### src/rtl/sonar_sched_pkg.sv
// rtl/sonar_sched_pkg.sv - shared types and constants for the sonar scheduler
package sonar_sched_pkg;

  typedef enum logic [1:0] {
    IDLE    = 2'd0,
    LAUNCH  = 2'd1,
    WAIT    = 2'd2,
    ADVANCE = 2'd3
  } sched_state_t;

  // rd_data field layout: {err, valid, 14'b0, dist}
  localparam int ERR_BIT   = 31;
  localparam int VALID_BIT = 30;
  localparam int DIST_LSB  = 0;
  localparam int DIST_W    = 16;

  // Defaults for a 50 MHz clock: 70 ms ranging period, 100 ms timeout
  localparam int         DEF_N_SONAR        = 4;
  localparam logic [6:0] DEF_ADDR_BASE      = 7'h70;
  localparam int         DEF_RANGE_CYCLES   = 3_500_000;
  localparam int         DEF_TIMEOUT_CYCLES = 5_000_000;

endpackage

### src/rtl/rr_next_slot.sv
// rtl/rr_next_slot.sv - round-robin finder for the next enabled sonar slot
module rr_next_slot #(
  parameter int N_SONAR = 4,
  parameter int IW      = (N_SONAR > 1) ? $clog2(N_SONAR) : 1
) (
  input  logic [N_SONAR-1:0] mask,
  input  logic [IW-1:0]      cur,
  output logic [IW-1:0]      nxt,
  output logic               wrap,
  output logic               found
);

  logic [IW-1:0] probe;

  // Scan from the farthest candidate back to the nearest so the first enabled
  // slot after cur wins; offset N_SONAR lands on cur itself (single-slot case).
  always_comb begin
    nxt   = '0;
    wrap  = 1'b0;
    found = 1'b0;
    probe = '0;
    for (int k = N_SONAR; k >= 1; k--) begin
      probe = IW'((int'(cur) + k) % N_SONAR);
      if (mask[probe]) begin
        nxt   = probe;
        wrap  = (int'(cur) + k) >= N_SONAR;
        found = 1'b1;
      end
    end
  end

endmodule

### src/rtl/sonar_scheduler.sv
// rtl/sonar_scheduler.sv - round-robin sequencer sharing one I2C sonar engine
module sonar_scheduler
  import sonar_sched_pkg::*;
#(
  parameter int         N_SONAR        = DEF_N_SONAR,
  parameter logic [6:0] ADDR_BASE      = DEF_ADDR_BASE,
  parameter int         RANGE_CYCLES   = DEF_RANGE_CYCLES,
  parameter int         TIMEOUT_CYCLES = DEF_TIMEOUT_CYCLES,
  localparam int        IW             = (N_SONAR > 1) ? $clog2(N_SONAR) : 1
) (
  input  logic               clk,
  input  logic               reset,
  input  logic [N_SONAR-1:0] enable_mask,
  output logic               eng_launch,
  output logic [6:0]         eng_addr,
  input  logic               eng_done,
  input  logic [15:0]        eng_dist,
  input  logic [IW-1:0]      rd_idx,
  output logic [31:0]        rd_data,
  output logic [IW-1:0]      cur_slot,
  output logic               frame_done
);

  localparam int            CW           = $clog2(TIMEOUT_CYCLES);
  localparam logic [CW-1:0] RANGE_LAST   = CW'(RANGE_CYCLES - 1);
  localparam logic [CW-1:0] TIMEOUT_LAST = CW'(TIMEOUT_CYCLES - 1);

  sched_state_t state_q, state_d;
  logic [IW-1:0] cur_slot_q, cur_slot_d;
  logic [CW-1:0] cnt_q, cnt_d;
  logic          got_q, got_d;
  logic          eng_launch_q, eng_launch_d;
  logic [6:0]    eng_addr_q, eng_addr_d;
  logic          frame_done_q, frame_done_d;
  logic [31:0]   rd_data_q, rd_data_d;

  logic [N_SONAR-1:0][DIST_W-1:0] dist_q, dist_d;
  logic [N_SONAR-1:0]             valid_q, valid_d;
  logic [N_SONAR-1:0]             err_q, err_d;

  logic [IW-1:0] search_cur, search_nxt;
  logic          search_wrap, search_found;
  logic          done_take;

  // From IDLE, searching after the top slot yields the lowest enabled slot.
  assign search_cur = (state_q == IDLE) ? IW'(N_SONAR - 1) : cur_slot_q;

  rr_next_slot #(
    .N_SONAR (N_SONAR),
    .IW      (IW)
  ) u_next_slot (
    .mask  (enable_mask),
    .cur   (search_cur),
    .nxt   (search_nxt),
    .wrap  (search_wrap),
    .found (search_found)
  );

  // Sequencer next-state: launch, wait for result or timeout, advance.
  always_comb begin
    state_d      = state_q;
    cur_slot_d   = cur_slot_q;
    cnt_d        = cnt_q;
    got_d        = got_q;
    eng_launch_d = 1'b0;
    eng_addr_d   = eng_addr_q;
    frame_done_d = 1'b0;
    dist_d       = dist_q;
    valid_d      = valid_q;
    err_d        = err_q;
    done_take    = 1'b0;

    case (state_q)
      IDLE: begin
        if (search_found) begin
          cur_slot_d   = search_nxt;
          eng_addr_d   = ADDR_BASE + 7'(search_nxt);
          eng_launch_d = 1'b1;
          state_d      = LAUNCH;
        end
      end

      LAUNCH: begin
        cnt_d   = '0;
        got_d   = 1'b0;
        state_d = WAIT;
      end

      WAIT: begin
        cnt_d     = cnt_q + 1'b1;
        done_take = eng_done && !got_q;
        if (done_take) begin
          dist_d[cur_slot_q]  = eng_dist;
          valid_d[cur_slot_q] = 1'b1;
          err_d[cur_slot_q]   = 1'b0;
          got_d               = 1'b1;
        end
        if (got_q && (cnt_q >= RANGE_LAST)) begin
          state_d = ADVANCE;
        end else if (cnt_q == TIMEOUT_LAST) begin
          // A result arriving in the final cycle still counts as an answer.
          state_d = ADVANCE;
          if (!done_take) begin
            err_d[cur_slot_q]   = 1'b1;
            valid_d[cur_slot_q] = 1'b0;
          end
        end
        // Hold the counter on exit so it never rolls over.
        if (state_d == ADVANCE) begin
          cnt_d = cnt_q;
        end
      end

      ADVANCE: begin
        if (search_found) begin
          cur_slot_d   = search_nxt;
          eng_addr_d   = ADDR_BASE + 7'(search_nxt);
          eng_launch_d = 1'b1;
          frame_done_d = search_wrap;
          state_d      = LAUNCH;
        end else begin
          state_d = IDLE;
        end
      end

      default: state_d = IDLE;
    endcase
  end

  // Readout word from stored results only, so fresh results appear one cycle later.
  always_comb begin
    rd_data_d = '0;
    if (int'(rd_idx) < N_SONAR) begin
      rd_data_d[ERR_BIT]               = err_q[rd_idx];
      rd_data_d[VALID_BIT]             = valid_q[rd_idx];
      rd_data_d[DIST_LSB +: DIST_W]    = dist_q[rd_idx];
    end
  end

  // State, registered outputs and result storage.
  always_ff @(posedge clk) begin
    if (!reset) begin
      state_q      <= IDLE;
      cur_slot_q   <= '0;
      cnt_q        <= '0;
      got_q        <= 1'b0;
      eng_launch_q <= 1'b0;
      eng_addr_q   <= ADDR_BASE;
      frame_done_q <= 1'b0;
      rd_data_q    <= '0;
      dist_q       <= '0;
      valid_q      <= '0;
      err_q        <= '0;
    end else begin
      state_q      <= state_d;
      cur_slot_q   <= cur_slot_d;
      cnt_q        <= cnt_d;
      got_q        <= got_d;
      eng_launch_q <= eng_launch_d;
      eng_addr_q   <= eng_addr_d;
      frame_done_q <= frame_done_d;
      rd_data_q    <= rd_data_d;
      dist_q       <= dist_d;
      valid_q      <= valid_d;
      err_q        <= err_d;
    end
  end

  assign eng_launch = eng_launch_q;
  assign eng_addr   = eng_addr_q;
  assign cur_slot   = cur_slot_q;
  assign frame_done = frame_done_q;
  assign rd_data    = rd_data_q;

endmodule

### config.mk
export PLATFORM = sky130hd
export DESIGN_NAME = sonar_scheduler
export DESIGN_NICKNAME = d
export VERILOG_FILES = /design/src/rtl/sonar_sched_pkg.sv /design/src/rtl/rr_next_slot.sv /design/src/rtl/sonar_scheduler.sv
export SDC_FILE = /design/constraint.sdc
export NUM_CORES = 1
export LEC_CHECK = 0
export ABC_CLOCK_PERIOD_IN_PS = 3300
export CORE_ASPECT_RATIO = 0.5
export CORE_MARGIN = 5
export CORE_UTILIZATION = 55
export DETAILED_ROUTE_END_ITERATION = 12
export PLACE_DENSITY_LB_ADDON = 0.08
export SLEW_MARGIN = 20
export SYNTH_ARGS = -nofsm -noshare
export SYNTH_HDL_FRONTEND = slang
export SYNTH_SLANG_ARGS = --single-unit
### constraint.sdc
create_clock -name clk -period 3.3 [get_ports clk]
set_clock_uncertainty 0.1 [all_clocks]
set_input_delay 0.33 -clock clk [delete_from_list [all_inputs] [get_ports clk]]
set_output_delay 0.33 -clock clk [all_outputs]
set_load 0.02 [all_outputs]
==> flow_metrics.py <==
metrics = {
    "status": {
        "status": "finished clean",
    },
    "yosys": {
        "synth_warnings": 0,
        "syn_inst": 644,
        "syn_area_sq_mm": 0.00569,
        "synth_top_area_share_pct": 42.2,
        "synth_seq_cells": 120,
        "synth_area_leader_cell": "dfxtp_1",
        "yosysMostFrequentCell": "nand2_1",
        "synth_cell_types": 55,
        "seq_area_frac_synth_pct": 42.2,
        "synth_top_family_by_area": "simple AND/OR/NAND/NOR gates",
        "async_reset_ff_share_pct": 0,
        "synth-adder-area-share_pct": 1.54,
        "synth-compound-area-share_pct": 16.5,
        "postSynthAreaPerCell_sq_um": 8.83,
        "yosys.area_share.simple_pct": 23.6,
        "synthTopCellsByCount": "nand2_1, dfxtp_1, a21boi_0",
        "synth_ff_type": "dfxtp_1",
        "synthMuxAreaShare_pct": 8.56,
        "synth-edff-count": 0,
        "synth_xor_area_share_pct": 0.924,
        "synth.area.top_cells": "dfxtp_1, nand2_1, a21boi_0",
    },
    "route": {
        "viasPerCell": 5.42,
        "drt_iter0_markers": 154,
        "wl_mm": 12.5,
        "num_vias": 4479,
        "route.detailed.drc": 0,
        "detail-route-antenna-nets": 0,
        "dr.pass1.iters": 4,
        "wl_per_cell_um": 15.1,
    },
    "global_routing": {
        "grt_pass1_vias": 4185,
        "antenna_found_initial": 0,
        "grt_max_degree": 96,
        "grt_pass1_wl_mm": 21.1,
        "grt_usage_pct": 21.1,
        "overflow": 0,
    },
    "cts": {
        "postCtsSetupBuffers": 0,
        "clock_sinks": 120,
        "root_buffer": "clkbuf_16",
        "numCtsBuffers": 17,
        "h-tree-depth": 4,
        "cts_tree": "done",
        "cts_hold_buf": 0,
        "clkLatencyLatePin_ns": 0.42,
        "ctsResizeCount": 0,
        "cts.clk_slew.worst_paths_ns": 0.06,
        "clockBufferDepth": 2,
    },
    "floorplanning": {
        "start_util_pct": 56.0,
        "fp.dieH_um": 81.9,
        "dieArea_sq_mm": 0.0126,
        "io_pins": 68,
        "die_x_um": 154,
        "rows": 26,
        "core_sq_mm": 0.0101,
    },
    "cells_and_area": {
        "finalNetCount": 705,
        "drive_gt1_share_pct": 10.8,
        "antenna_cells": 0,
        "area_delta_synth_final_pct": 18.0,
        "stdcell_count": 826,
    },
    "critical_path": {
        "start_kind": "flip-flop",
        "cp_slowest_cell": "nor2_1",
        "max_stage_delay_ns": 0.47,
        "crit_chain": "inv_1 -> ha_1 -> nor2_1 -> inv_1 -> ha_1 -> mux2i_1 -> nor2_1 -> a2111o_1 -> a21oi_1",
        "worstPathRequired_ns": 3.55,
        "crit_type": "flip-flop to flip-flop",
        "critPathBufInv": 2,
        "crit_fanout": 9,
        "crit_family": "adder cells",
        "end_kind": "flip-flop",
        "cp.arrival_ns": 2.99,
    },
    "sta": {
        "slew_viol_final": 0,
        "rsz0062_at_grt": "no",
        "fin_crit_sh_pct": 83.2,
        "slew-limit-headroom_pct": 40.8,
        "hold_viol": 0,
        "setup-violations-final": 0,
        "worst_pin_slew_ns": 0.883,
        "tns_ns": 0,
        "fin_crit_ns": 2.74,
        "max_freq_mhz": 364,
    },
    "placed_design": {
        "portBuffers": 48,
        "dp_cells": 794,
        "gp_congestion": 0.816,
        "hpwlAfterDp_mm": 7.79,
    },
    "power_and_ir_drop": {
        "power-per-cell-area_mw_per_mm2": 628,
        "max-vdd-ir-drop_mv": 0.436,
        "power.static_leakage_nw": 2.42,
    },
    "hold_path": {
        "min_path_type": "input port to flip-flop",
    },
    "run": {
        "drv_cap": 0,
    },
}
==> routing by layer <==
layer  vias up  routed length (um)  track usage [%]
met2       112                5690             34.1
met1      2092                5950             27.8
met5         -                   0                0
met4         0                 140             9.69
met3        16                 687             4.00
li1       2259                   -                -
==> placed cells by master (no fill, tap or decap), types with 3 or more instances in the layout <==
cell type / instances
or2_2: 5
a41o_1: 4
buf_4: 7
nand2b_1: 5
and2_1: 25
a31oi_1: 3
mux4_2: 18
a21boi_0: 69
nor2_1: 28
nand4b_1: 3
dfxtp_1: 120
clkinv_4: 5
o211a_1: 4
ha_1: 7
nor3_1: 5
and3_1: 3
o21ai_0: 9
clkbuf_16: 17
xnor2_1: 6
a21o_1: 5
nor4_1: 9
o31ai_1: 3
clkdlybuf4s50_1: 47
inv_6: 4
inv_1: 10
nand4_1: 7
nand3b_1: 3
nand3_1: 18
conb_1: 19
nand2_1: 154
a21oi_1: 16
mux2i_1: 7
==> worst paths after layout <==
check	depth (start not counted)	endpoint	slack, ns	start
max	9	frame_done$_SDFF_PN0_	0.56	state_q[0]$_SDFFE_PN0P_
min	3	state_q[0]$_SDFFE_PN0P_	0.22	reset
min reg2reg	2	dist_q[41]$_SDFFE_PN0P_	0.36	dist_q[41]$_SDFFE_PN0P_
max reg2reg	9	frame_done$_SDFF_PN0_	0.56	state_q[0]$_SDFFE_PN0P_
==> layout make-up <==
cell class              count  area (sq um)
clock buffers              18           439
inverters                  10          37.5
well taps                 140           175
multi-input cells         469          2990
flip-flops and latches    120          2400
clock inverters            14           140
fillers                   829          3440
repair buffers             55           528
==> flip-flops by register name, summed over array words and instances (netlist names), named ones only <==
name	cells
frame_done	1
state_q	2
eng_launch	1
eng_addr	2
cnt_q	23
dist_q	64
rd_data	18
got_q	1
==> report_power, final <==
| part | leakage [nW] | internal (W) | switching [W] |
|---|---|---|---|
| Clock | 0.280 | 0.00107 | 0.000719 |
| Sequential | 0.968 | 0.00152 | 0.0000692 |
| Combinational | 1.17 | 0.000328 | 0.000504 |
==> metrics by stage <==
stage	setup WS [ns]	hold WS [ns]	power [W]	util, %	cell area, sq um
after floorplan	0.769	0.340	0.00224	-	5750
final	0.555	0.225	0.00421	66.1	6710
after global routing	0.392	0.251	0.00440	66.1	6710
after detailed placement	0.584	0.358	0.00244	60.4	6130
after global placement	0.683	0.348	0.00242	60.4	6130
after CTS	0.557	0.204	0.00424	66.1	6710
==> cell families (layout without fill, tap and decap cells) <==
| group | count (synthesis) | in the layout |
|---|---|---|
| adder cells (fa/ha/maj) | 7 | 7 |
| AO/OA/AOI/OAI | 129 | 129 |
| multiplexers | 26 | 26 |
| flip-flops | 120 | 120 |
| AND/OR/NAND/NOR | 282 | 282 |
| buffers and inverters | 72 | 97 |
| XOR/XNOR | 6 | 6 |
| other | 2 | 19 |
==> worst min-delay path: stages <==
cell and delay (ns):
buf_2 0.20, o21ai_0 0.11, nor2_1 0.05
Power figures use the tool's default switching activity.
